File: src/rtl/tdm_demux4.sv
// Receive side of the 4:1 TDM path: rebuilds channel words a..d from a slotted stream.
// Define TDM_PARITY_EN to add a fifth, even-parity slot checked before each frame is released.
module tdm_demux4 #(
   parameter int unsigned WIDTH = 1
) (
   input  logic             clock,
   input  logic             reset_n,
   input  logic [WIDTH-1:0] din,
   input  logic             en,
   input  logic             sync,
   output logic [WIDTH-1:0] a,
   output logic [WIDTH-1:0] b,
   output logic [WIDTH-1:0] c,
   output logic [WIDTH-1:0] d,
   output logic [2:0]       slot,
   output logic             locked,
   output logic             frame_valid,
   output logic             sync_err,
   output logic             parity_err
);

`ifdef TDM_PARITY_EN
   localparam int unsigned NumShadow = 4;
   localparam logic [2:0]  LastSlot  = 3'd4;
`else
   localparam int unsigned NumShadow = 3;
   localparam logic [2:0]  LastSlot  = 3'd3;
`endif

   typedef enum logic [0:0] {StIdle, StRun} state_e;

   state_e           state_q, state_d;
   logic [2:0]       slot_q, slot_d;
   logic [WIDTH-1:0] shadow_q [NumShadow];
   logic [WIDTH-1:0] shadow_d [NumShadow];
   logic [WIDTH-1:0] out_q [4];
   logic [WIDTH-1:0] out_d [4];
   logic             fv_q, fv_d;
   logic             se_q, se_d;
   logic             pe_q, pe_d;

`ifdef TDM_PARITY_EN
   logic parity_ok;
   // Even parity over every bit of slots 0..3; only bit 0 of the parity slot is meaningful.
   assign parity_ok = (^{shadow_q[0], shadow_q[1], shadow_q[2], shadow_q[3]}) == din[0];
`endif

   always_comb begin
      state_d  = state_q;
      slot_d   = slot_q;
      shadow_d = shadow_q;
      out_d    = out_q;
      fv_d     = 1'b0;
      se_d     = 1'b0;
      pe_d     = 1'b0;
      if (en) begin
         case (state_q)
            StIdle: begin
               if (sync) begin
                  shadow_d[0] = din;
                  slot_d      = 3'd1;
                  state_d     = StRun;
               end
            end
            StRun: begin
               if (sync) begin
                  // Sync anywhere but slot 0 abandons the partial frame and restarts it.
                  se_d        = (slot_q != 3'd0);
                  shadow_d[0] = din;
                  slot_d      = 3'd1;
               end else if (slot_q == 3'd0) begin
                  se_d    = 1'b1;
                  state_d = StIdle;
               end else if (slot_q == LastSlot) begin
                  slot_d = 3'd0;
`ifdef TDM_PARITY_EN
                  if (parity_ok) begin
                     out_d = shadow_d;
                     fv_d  = 1'b1;
                  end else begin
                     pe_d = 1'b1;
                  end
`else
                  out_d[0] = shadow_q[0];
                  out_d[1] = shadow_q[1];
                  out_d[2] = shadow_q[2];
                  out_d[3] = din;
                  fv_d     = 1'b1;
`endif
               end else begin
                  shadow_d[slot_q[1:0]] = din;
                  slot_d                = slot_q + 3'd1;
               end
            end
            default: state_d = StIdle;
         endcase
      end
   end

   always_ff @(posedge clock) begin
      if (!reset_n) begin
         state_q  <= StIdle;
         slot_q   <= 3'd0;
         shadow_q <= '{default: '0};
         out_q    <= '{default: '0};
         fv_q     <= 1'b0;
         se_q     <= 1'b0;
         pe_q     <= 1'b0;
      end else begin
         state_q  <= state_d;
         slot_q   <= slot_d;
         shadow_q <= shadow_d;
         out_q    <= out_d;
         fv_q     <= fv_d;
         se_q     <= se_d;
         pe_q     <= pe_d;
      end
   end

   assign a           = out_q[0];
   assign b           = out_q[1];
   assign c           = out_q[2];
   assign d           = out_q[3];
   assign slot        = slot_q;
   assign locked      = (state_q == StRun);
   assign frame_valid = fv_q;
   assign sync_err    = se_q;
`ifdef TDM_PARITY_EN
   assign parity_err  = pe_q;
`else
   assign parity_err  = 1'b0;
`endif

endmodule

File: config.mk
export PLATFORM = sky130hd
export DESIGN_NAME = tdm_demux4
export DESIGN_NICKNAME = d
export VERILOG_FILES = /design/src/rtl/tdm_demux4.sv
export SDC_FILE = /design/constraint.sdc
export NUM_CORES = 1
export LEC_CHECK = 0
export CORE_AREA = 8 8 45 47
export CTS_BUF_LIST = sky130_fd_sc_hd__clkbuf_4
export DETAILED_ROUTE_END_ITERATION = 8
export DIE_AREA = 0 0 53 55
export PLACE_DENSITY = 0.8
export SETUP_SLACK_MARGIN = 0.15
export SYNTH_ARGS = -nofsm -noshare
export SYNTH_HDL_FRONTEND = slang
export SYNTH_SLANG_ARGS = --single-unit
File: constraint.sdc
create_clock -name clock -period 2.07 [get_ports clock]
set_clock_uncertainty 0.2 [all_clocks]
set_input_delay 0.207 -clock clock [delete_from_list [all_inputs] [get_ports clock]]
set_output_delay 0.207 -clock clock [all_outputs]
set_load 0.01 [all_outputs]
* Word level (Yosys, flattened, before mapping) *
Cells that the tools add are included.

word-level totals
  register bits = 13
  latch bits = 0
  memory bits (writable) = 0
  memory bits (read-only) = 0
  output and inout bits = 11
  word-level logic and storage cells = 54
  memories kept = 0

cells by class
  add/sub/neg operators = 1
  $mul = 0
  divide/modulo/power cells = 0
  $lt $le $gt $ge = 2
  equal/unequal tests = 4
  shift-type cells = 0
  mux-type cells = 20
  bitwise gates (word level) = 7
  reduce and logical (&&, ||, !) cells = 9

operators by type and width
  cell                                                                           number
  3-bit two-way mux                                                              6
  5-bit AND reduction                                                            2
  1-bit two-way mux                                                              9
  3-bit inequality test (second input constant)                                  2
  1-bit inverter                                                                 6
  3-bit one-hot mux with 2 select lines                                          1
  3-bit AND reduction                                                            2
  5-bit OR reduction                                                             1
  1-bit one-hot mux with 2 select lines                                          2
  4-bit AND reduction                                                            1
  3-bit by 1-bit adder with 3-bit output (second input constant)                 1
  3-bit bitwise mux                                                              1
  3-bit by 2-bit equality test with 1-bit output (second input constant)         1
  3-bit greater-or-equal comparator (second input constant)                      1
  3-bit zero test                                                                1
  3-bit by 1-bit less-than comparator with 1-bit output (second input constant)  1
  2-bit inverter with 3-bit output                                               1
  3-bit nonzero test                                                             1
  1-bit demux with 2-bit select                                                  1
  2-bit inequality test (second input constant)                                  1
  1-bit logical AND                                                              1

* Logic depth before layout (Yosys ltp) *
Gate-level depths: netlist of the first run.

  depth in word-level cells = 10
  depth in mapped cells = 8
  mapped depth without buffers = 8

* Worst setup path after synthesis of the first run *
Ideal clock, no wire load.

  kind = register to register
  start point = register slot_q[0] (netlist: slot[0])
  end point = register out_q, in the netlist a
  arrival = 1.544 ns
  setup slack = 0.210 ns
  cell stages (with the launch flop) = 9
  period minus slack after synthesis = 1.860 ns
  path through = dfxtp_1 -> inv_1 -> ha_1 -> nor2b_1 -> inv_1 -> ha_1 -> nand4_1 -> mux2i_1 -> nor2b_1

between the ends
  longest elaborated chain between the ends = 3
  elaborated cells on any way between the ends = 4

RTL lines
  item                             RTL line  text
  start, declared                  33        logic [2:0] slot_q, slot_d;
  start signal, assigned           111       slot_q <= slot_d;
  3-bit zero test                  71        end else if (slot_q == 3'd0) begin
  1-bit inverter (no line)         -
  5-bit AND reduction (no line) *  -
  end signal, assigned             113       out_q <= out_d;
  end, declared                    36        logic [WIDTH-1:0] out_q [4];

Mark *: on every way between the ends. The rest lies on a longest branch, timed or not.
A chain may end at the register's enable or synchronous reset.

* Worst setup path after layout of the first run *
  start point = register slot_q[1] (netlist: slot[1])
  end point = register out_q, in the netlist c

The elaborated chain is that of the path after synthesis.

==> run summary, run 1 <==
* Layout Cells excl Fill: 107
* fraction of layout cells with a size suffix above 1: 15.38%
* post-detailed-placement cell area: 803.3 sq um
* clock network latency to the later pin of the worst-skew pair: 280 ps
* Hold Worst Slack: 279.7 ps
* total of endpoints with negative setup slack in the final report: 0
* global router's overall resource usage: 10.98%
* switching share of power: 25.13%
* largest family of logic cells by synthesized area: simple AND/OR/NAND/NOR gates
* CP endpoint kind: flop
* cell depth of the worst flop-to-flop path: 9
* Fill cells: 118
* post-route antenna net violation count: 0
* Final Critical Period: 1801 ps
* internal power: 0.3742 mW
* most common cell in the netlist: nand2_1
* Clk network pwr share: 35.5%
* placer's final routability congestion estimate: 0.8679
* CORE AREA: 0.001384 sq mm
* Yosys top cell area share: 41.19%
* clock tree from TritonCTS: yes
* worst reg-to-reg setup slack: 270 ps
* type of element launching the critical path: flop
* outcome: finished clean
* initial antenna violation count: 0
* area of the multi-input gates: 355.3 sq um
* xor/xnor cell area share of the yosys netlist: 0%
* HPWL after detailed placement: 1048 um
* EDFF count, synth: 0
* DR vias: 550
* fraction of registers with async set or reset after synthesis: 0%
* Post-synth top flop: dfxtp_1
* Die Footprint: 0.002915 sq mm
* worst voltage drop across the vdd grid: 0.3096 mV
* distinct cell type count of the synthesized netlist: 21
* logic gate share of total power: 12.8%
* die width: 53 um
* Endpoint, Worst Hold: shadow_q[0]$_SDFFE_PN0P_
* library cell with the largest summed area after synthesis: dfxtp_1
* number of storage elements in the synthesis netlist: 13
* Synthesized Nets: 82
* register clock-pin slew on the reported worst setup and hold paths: 90 ps
* Synthesis Warnings: 0
* average wire per cell in the routed design: 13.20 um
* GR Util met1: 12.15%
* Max Clock Freq: 555.3 MHz
* vias in the first global route: 567
* Reg-to-Reg Start: slot[1]$_SDFFE_PN0P_
* antenna cell count: 0
* type of the worst min-delay path: reg -> reg
* Initial DRT Pass Iterations: 3
* mean number of vias per cell: 5.140
* fraction of the cycle the final worst path needs: 86.99%
* critical path data required time: 2050 ps
* mean instance size in the synthesized netlist: 8.899 sq um
* FF+latch area: 261.5 sq um
* initial core utilization: 45.66%
* area growth from synthesis to layout: 34.85%
* multiplexer share of the synthesized area: 9.505%
* # rows: 14
* smallest setup slack after layout: 269.3 ps
* clock sink count: 13
* setup total negative slack: 0 ps
* count of cells along the worst hold path: 2
* final core utilization: 61.57%
* wire length of the first global-routing pass: 2428 um
* Post-Place Setup Slack: 165.7 ps
* nets: 103
* leakage: 0.3934 nW
* final standard cell area without fillers: 852.1 sq um
* top post-synthesis cells by area: dfxtp_1 (41%), ha_1 (12%), mux2i_1 (9.5%)
* most frequent cells after synthesis: nand2_1 (14), dfxtp_1 (13), nor2b_1 (7)
* library cell used as clock root buffer: clkbuf_4
* post-route DRC violation count: 0
* Final Slew Violations: 0
* sequential cell area fraction in the yosys report: 41.19%
* post-synthesis share of cell area spent on and, or, nand and nor gates: 23.76%
* Boundary Pins: 16
* global-route met2 utilization: 19.34%
* startpoint-to-endpoint class of the critical path: reg -> reg
* depth of the CTS H-tree: 1
* part of the power in registers: 51.7%
* maximum number of pins on one net before global-route repair: 12
* # Max-Cap Violations: 0
* number of port buffers: 14
* number of buffers inserted during clock tree synthesis: 3
* area of the mapped netlist: 631.9 sq um
* initial DRC count: 8
* post-synthesis compound-gate area fraction: 8.911%
* met3 Resource Use GR: 1.872%
* overall routed net length: 1412 um
* net switching power: 0.1256 mW
* number of placed cells counting well taps: 102
* worst path arrival time: 1780 ps
* worst-path fanout max: 5
* Pwr Density: 586.6 mW/mm^2
* hold path startpoint: shadow_q[0]$_SDFFE_PN0P_
* number of endpoints with negative hold slack in the final report: 0
* peak-usage layer in the global routing report: met2
* instance count of the mapped netlist: 71
* total power: 0.4998 mW
* share of synthesized cell area in full adder, half adder and majority cells: 11.88%
* overall overflow remaining after global route: 0
* maximum root-to-sink buffer count: 2
* unrepaired setup endpoints after global routing: false
* capturing point of the worst reg2reg path: c$_SDFFE_PN0P_
* die span in y: 55 um
layout make-up:
type,instances,share of cell area (%)
Multi-Input combinational cell,52,41.70
Sequential cell,13,30.69
Timing Repair Buffer,18,19.97
Clock buffer,4,3.524
Tap cell,16,2.349
Inverter,4,1.762
layer usage:
layer,wire length [um],share of wire (%),up-vias
met5,0,0,-
met2,712,50,12
met4,22,1.6,0
met3,56,4.0,2
met1,621,44,259
li1,-,-,277
cell usage in the layout, fill, tap and decap left out, types with 2 or more instances in the layout:
cell type / synthesis / layout
clkdlybuf4s50_1: 0 / 14
clkbuf_4: 0 / 4
mux2i_1: 6 / 6
ha_1: 6 / 5
a21oi_1: 4 / 4
buf_4: 1 / 4
nand4_1: 2 / 2
nand2_1: 14 / 14
nor2b_1: 7 / 6
nand3_1: 2 / 2
inv_1: 4 / 2
nor2_1: 2 / 2
inv_2: 0 / 2
dfxtp_1: 13 / 12
cell families (layout without fill, tap and decap cells):
kind of cell | Yosys count | count (layout)
mux | 6 | 6
simple gates | 30 | 30
buf+inv | 6 | 26
other cells | 1 | 1
flops | 13 | 13
compound gates | 9 | 9
fa+ha+maj | 6 | 6
sequential cells by signal (all words and copies together), names as in the netlist:
| signal | flops |
|---|---|
| frame_valid | 1 |
| c | 1 |
| shadow_q | 3 |
| locked | 1 |
| d | 1 |
| b | 1 |
| a | 1 |
| slot | 3 |
| sync_err | 1 |
power groups by stage:
stage	sequential (mW)	clock [mW]	combinational [mW]
6_report	0.258	0.177	0.0642
5_1_grt	0.259	0.194	0.0712
4_1_cts	0.258	0.181	0.0607
3_5_place_dp	0.264	0	0.0605
3_3_place_gp	0.264	0	0.0593
2_1_floorplan	0.266	0	0.0286
timing repair:
item | 4_1_cts | 5_1_grt
endpoints found under the setup margin | 3 | 4
resized for setup | 0 | 6
hold buffers | 0 | 0
buffers inserted | 1 | 0
pin swaps | 0 | 0
worst max-delay path by stage:
stage,startpoint,end,cells past startpoint
after floorplan,slot[0]$_SDFFE_PN0P_,a$_SDFFE_PN0P_,8
after global placement,slot[1]$_SDFFE_PN0P_,c$_SDFFE_PN0P_,8
after detailed placement,slot[1]$_SDFFE_PN0P_,b$_SDFFE_PN0P_,8
after CTS,slot[1]$_SDFFE_PN0P_,c$_SDFFE_PN0P_,9
after global routing,slot[1]$_SDFFE_PN0P_,c$_SDFFE_PN0P_,9
final,slot[1]$_SDFFE_PN0P_,c$_SDFFE_PN0P_,9
worst max-delay path, cell delays in order, from the launching register on:
cell and delay [ps]:
dfxtp_2 350, inv_2 70, ha_2 170, nor2b_4 160, inv_1 70, ha_1 170
nand4_1 80, buf_4 150, mux2i_1 190, nor2b_1 60
No activity file was read; power rests on OpenSTA's default activity.
==> run 2: changes to the inputs <==
==> config.mk (replaced) <==
export PLATFORM = sky130hd
export DESIGN_NAME = tdm_demux4
export DESIGN_NICKNAME = d
export VERILOG_FILES = /design/src/rtl/tdm_demux4.sv
export SDC_FILE = /design/constraint.sdc
export NUM_CORES = 1
export LEC_CHECK = 0
export CORE_MARGIN = 8
export CORE_UTILIZATION = 46
export DETAILED_ROUTE_END_ITERATION = 8
export PLACE_DENSITY = 0.78
export SETUP_SLACK_MARGIN = 0.15
export SYNTH_ARGS = -nofsm -noshare
export SYNTH_HDL_FRONTEND = slang
export SYNTH_SLANG_ARGS = --single-unit
==> run summary, run 2 (synthesis gave the netlist of run 1 again) <==
* number of buffers inserted during clock tree synthesis: 3
* Final Slew Violations: 0
* fraction of layout cells with a size suffix above 1: 14.44%
* fraction of the cycle the final worst path needs: 87.24%
* die span in y: 53.06 um
* Hold Worst Slack: 267.2 ps
* overall overflow remaining after global route: 0
* clock tree from TritonCTS: yes
* leakage: 0.3851 nW
* depth of the CTS H-tree: 1
* final standard cell area without fillers: 840.8 sq um
* initial DRC count: 10
* Initial DRT Pass Iterations: 4
* area growth from synthesis to layout: 33.07%
* unrepaired setup endpoints after global routing: false
* clock sink count: 13
* Max Clock Freq: 553.8 MHz
* CP endpoint kind: flop
* initial antenna violation count: 0
* mean number of vias per cell: 5.133
* critical path data required time: 2040 ps
* Post-Place Setup Slack: 116.0 ps
* initial core utilization: 49.17%
* Layout Cells excl Fill: 105
* Pwr Density: 571.0 mW/mm^2
* number of port buffers: 14
* setup total negative slack: 0 ps
* final core utilization: 65.43%
* clock network latency to the later pin of the worst-skew pair: 280 ps
* placer's final routability congestion estimate: 0.7817
* smallest setup slack after layout: 264.2 ps
* leading cell types in the layout, fill and taps excluded: nand2_1 (14), clkdlybuf4s50_1 (14), dfxtp_1 (11)
* startpoint-to-endpoint class of the critical path: reg -> reg
* cell depth of the worst flop-to-flop path: 9
* type of the worst min-delay path: reg -> reg
* capturing point of the worst reg2reg path: c$_SDFFE_PN0P_
* post-route DRC violation count: 0
* Fill cells: 105
* DR vias: 539
* nets: 102
* type of element launching the critical path: flop
* overall routed net length: 1317 um
* Endpoint, Worst Hold: shadow_q[1]$_SDFFE_PN0P_
* total power: 0.4801 mW
* vias in the first global route: 504
* register clock-pin slew on the reported worst setup and hold paths: 80 ps
* Final Critical Period: 1806 ps
* # rows: 13
* worst path arrival time: 1780 ps
* CORE AREA: 0.001285 sq mm
* HPWL after detailed placement: 966.2 um
* worst reg-to-reg setup slack: 260 ps
* maximum number of pins on one net before global-route repair: 11
* total of endpoints with negative setup slack in the final report: 0
* hold path startpoint: shadow_q[1]$_SDFFE_PN0P_
* # Max-Cap Violations: 0
* library cell used as clock root buffer: clkbuf_4
* worst voltage drop across the vdd grid: 0.4259 mV
* worst-path fanout max: 5
* antenna cell count: 0
* post-detailed-placement cell area: 794.5 sq um
* Reg-to-Reg Start: slot[0]$_SDFFE_PN0P_
* post-route antenna net violation count: 0
* average wire per cell in the routed design: 12.54 um
* die width: 53.06 um
* Die Footprint: 0.002815 sq mm
* outcome: finished clean
* Boundary Pins: 16
* wire length of the first global-routing pass: 2173 um
* global router's overall resource usage: 10.42%
* number of endpoints with negative hold slack in the final report: 0
* count of cells along the worst hold path: 2
* maximum root-to-sink buffer count: 2
* number of placed cells counting well taps: 100
==> run 2: power by group <==
part	total, mW	switching (mW)	internal, mW
Sequential	0.260	0.00563	0.255
Combinational	0.0600	0.0298	0.0302
Clock	0.160	0.0851	0.0747
Total	0.480	0.121	0.360
==> run 2: repair_timing <==
action	in CTS	in global routing
hold endpoints to repair	0	0
resized for setup	1	6
buffers inserted	1	0
setup endpoints to repair	4	4
hold buffers	0	0
==> run 2: final cells by class <==
cell class / count / area (sq um) / share of cell area [%]
multi-input cells: 52 / 355.3 / 42.26
flip-flops and latches: 13 / 262.8 / 31.25
repair buffers: 17 / 162.7 / 19.35
clock buffers: 4 / 26.28 / 3.125
well taps: 15 / 18.77 / 2.232
inverters: 4 / 15.01 / 1.786
==> run 2: metal layers <==
metal | part of all wire [%] | vias to the layer above | wire length, um | track usage (%)
met2 | 48 | 12 | 631 | 17.77
met1 | 43 | 248 | 570 | 10.48
met5 | 0 | - | 0 | 0
met4 | 3.0 | 0 | 40 | 7.563
li1 | - | 274 | - | -
met3 | 5.6 | 5 | 74 | 3.081
==> run 2: worst max-delay path, cell delays in order (launching register included) <==
cell	delay, ps
dfxtp_2	350
inv_2	90
ha_2	190
nor2b_4	160
inv_1	60
ha_1	170
nand4_1	90
buf_4	150
mux2i_1	190
nor2b_1	60
==> run 2: how the worst max path moves through the flow <==
stage                              start              to  slack, ps  cells after the start
floorplan           slot[0]$_SDFFE_PN0P_  a$_SDFFE_PN0P_        210                      8
global placement    slot[0]$_SDFFE_PN0P_  c$_SDFFE_PN0P_        190                      8
detailed placement  slot[0]$_SDFFE_PN0P_  c$_SDFFE_PN0P_        120                      8
CTS                 slot[0]$_SDFFE_PN0P_  c$_SDFFE_PN0P_        180                      9
global route        slot[0]$_SDFFE_PN0P_  a$_SDFFE_PN0P_        140                      9
finish              slot[0]$_SDFFE_PN0P_  c$_SDFFE_PN0P_        260                      9
==> run 3: changes to the inputs <==
--- a/config.mk
+++ b/config.mk
@@ -5,7 +5,7 @@
 export SDC_FILE = /design/constraint.sdc
 export NUM_CORES = 1
 export LEC_CHECK = 0
-export CORE_MARGIN = 8
+export CORE_MARGIN = 3
 export CORE_UTILIZATION = 46
 export DETAILED_ROUTE_END_ITERATION = 8
 export PLACE_DENSITY = 0.78
==> run summary, run 3 (synthesis gave the netlist of run 1 again) <==
* clock network latency to the later pin of the worst-skew pair: 270 ps
* area growth from synthesis to layout: 33.07%
* worst stage delay on the critical path: 350 ps
* die width: 43.06 um
* fraction of layout cells with a size suffix above 1: 13.33%
* worst path arrival time: 1730 ps
* DR vias: 545
* # rows: 12
* depth of the CTS H-tree: 1
* logic depth of the worst setup path including buffers: 9
* final core utilization: 70.00%
* vias in the first global route: 515
* met3 Resource Use GR: 4.237%
* leakage: 0.3879 nW
* number of endpoints with negative hold slack in the final report: 0
* number of buffers and inverters on the critical path: 3
* leading cell types in the layout, fill and taps excluded: nand2_1 (14), clkdlybuf4s50_1 (14), dfxtp_1 (11)
* maximum root-to-sink buffer count: 2
* Final Slew Violations: 0
* initial DRC count: 16
* total power: 0.4744 mW
* unrepaired setup endpoints after global routing: false
* initial antenna violation count: 0
* average wire per cell in the routed design: 11.54 um
* total of endpoints with negative setup slack in the final report: 0
* Reg-to-Reg Start: slot[0]$_SDFFE_PN0P_
* type of element launching the critical path: flop
* Hold Worst Slack: 267.1 ps
* antenna cell count: 0
* CORE AREA: 0.001201 sq mm
* Final Critical Period: 1759 ps
* clock tree from TritonCTS: yes
* outcome: finished clean
* clock sink count: 13
* slowest CP cell: dfxtp_2
* post-route DRC violation count: 0
* Fill cells: 109
* capturing point of the worst reg2reg path: c$_SDFFE_PN0P_
* fraction of the cycle the final worst path needs: 85.00%
* setup total negative slack: 0 ps
* Boundary Pins: 16
* global router's overall resource usage: 15.28%
* library cell used as clock root buffer: clkbuf_4
* Critical Path Most Common Cell: ha_1
* overall routed net length: 1200 um
* worst reg-to-reg setup slack: 310 ps
* critical path data required time: 2050 ps
* type of the worst min-delay path: reg -> reg
* Initial DRT Pass Iterations: 5
* overall overflow remaining after global route: 0
* wire length of the first global-routing pass: 2139 um
* dominant delay contributor by cell family on the critical path: flip-flops
* source of the critical timing path: slot[0]$_SDFFE_PN0P_
* register clock-pin slew on the reported worst setup and hold paths: 80 ps
* worst-path fanout max: 5
* cell depth of the worst flop-to-flop path: 9
* Die Footprint: 0.001854 sq mm
* die span in y: 43.06 um
* CP cell instances: inv_2 > ha_1 > nor2b_4 > inv_1 > ha_1 > nand4_1 > buf_6 > mux2i_1 > nor2b_1
* Pwr Density: 564.2 mW/mm^2
* HPWL after detailed placement: 922.3 um
* nets: 102
* post-route antenna net violation count: 0
* Max Clock Freq: 568.3 MHz
* global-route met2 utilization: 21.26%
* CP endpoint kind: flop
* # Max-Cap Violations: 0
* peak-usage layer in the global routing report: met2
* maximum number of pins on one net before global-route repair: 10
* Endpoint, Worst Hold: shadow_q[1]$_SDFFE_PN0P_
* worst voltage drop across the vdd grid: 0.4760 mV
* GR Util met1: 20.66%
* mean number of vias per cell: 5.240
* startpoint-to-endpoint class of the critical path: reg -> reg
* hold path startpoint: shadow_q[1]$_SDFFE_PN0P_
* number of buffers inserted during clock tree synthesis: 3
* initial core utilization: 52.60%
* count of cells along the worst hold path: 2
* placer's final routability congestion estimate: 0.8322
* number of port buffers: 14
==> run 3: cell type report <==
type / count / area [sq um] / share of cell area (%)
multi-input combinational: 52 / 352.8 / 41.96
sequential: 13 / 262.8 / 31.25
timing repair buffer: 17 / 166.4 / 19.79
clock buffer: 4 / 26.28 / 3.125
tap: 14 / 17.52 / 2.083
inverter: 4 / 15.01 / 1.786
==> run 3: routing by layer <==
layer	up-vias	wire (um)
met5	-	0
met4	0	29
met3	5	74
met2	19	521
met1	246	574
li1	275	-
==> run 3: timing repair <==
| action | CTS | global route |
|---|---|---|
| endpoints found under the setup margin | 4 | 4 |
| resized for setup | 1 | 6 |
| pin swaps | 0 | 0 |
| buffers inserted | 1 | 0 |
| hold buffers | 0 | 0 |
==> run 3: worst register-to-register path, cell delays in order, from the launching register on <==
cell     delay, ps
dfxtp_2        350
inv_2           80
ha_1           170
nor2b_4        160
inv_1           60
ha_1           170
nand4_1        100
buf_6          130
mux2i_1        180
nor2b_1         60
==> run 3: stage by stage <==
step	worst slack (ps)	cells	cell area (sq um)
floorplan	209.7	71	631.9
global placement	186.5	99	793.3
detailed placement	87.13	99	793.3
CTS	194.1	104	829.5
global route	156.0	104	840.8
finish	310.5	104	840.8
==> run 3: report_power, final <==
part | switching (mW) | internal, mW | total, mW
clock network | 0.0804 | 0.0747 | 0.155
logic | 0.0295 | 0.0298 | 0.0592
registers | 0.00539 | 0.255 | 0.260
==> run 3: worst max-delay path by stage <==
stage	end	slack, ps
after floorplan	a$_SDFFE_PN0P_	210
after global placement	c$_SDFFE_PN0P_	190
after detailed placement	a$_SDFFE_PN0P_	90
after CTS	a$_SDFFE_PN0P_	190
after global routing	a$_SDFFE_PN0P_	160
final	c$_SDFFE_PN0P_	310
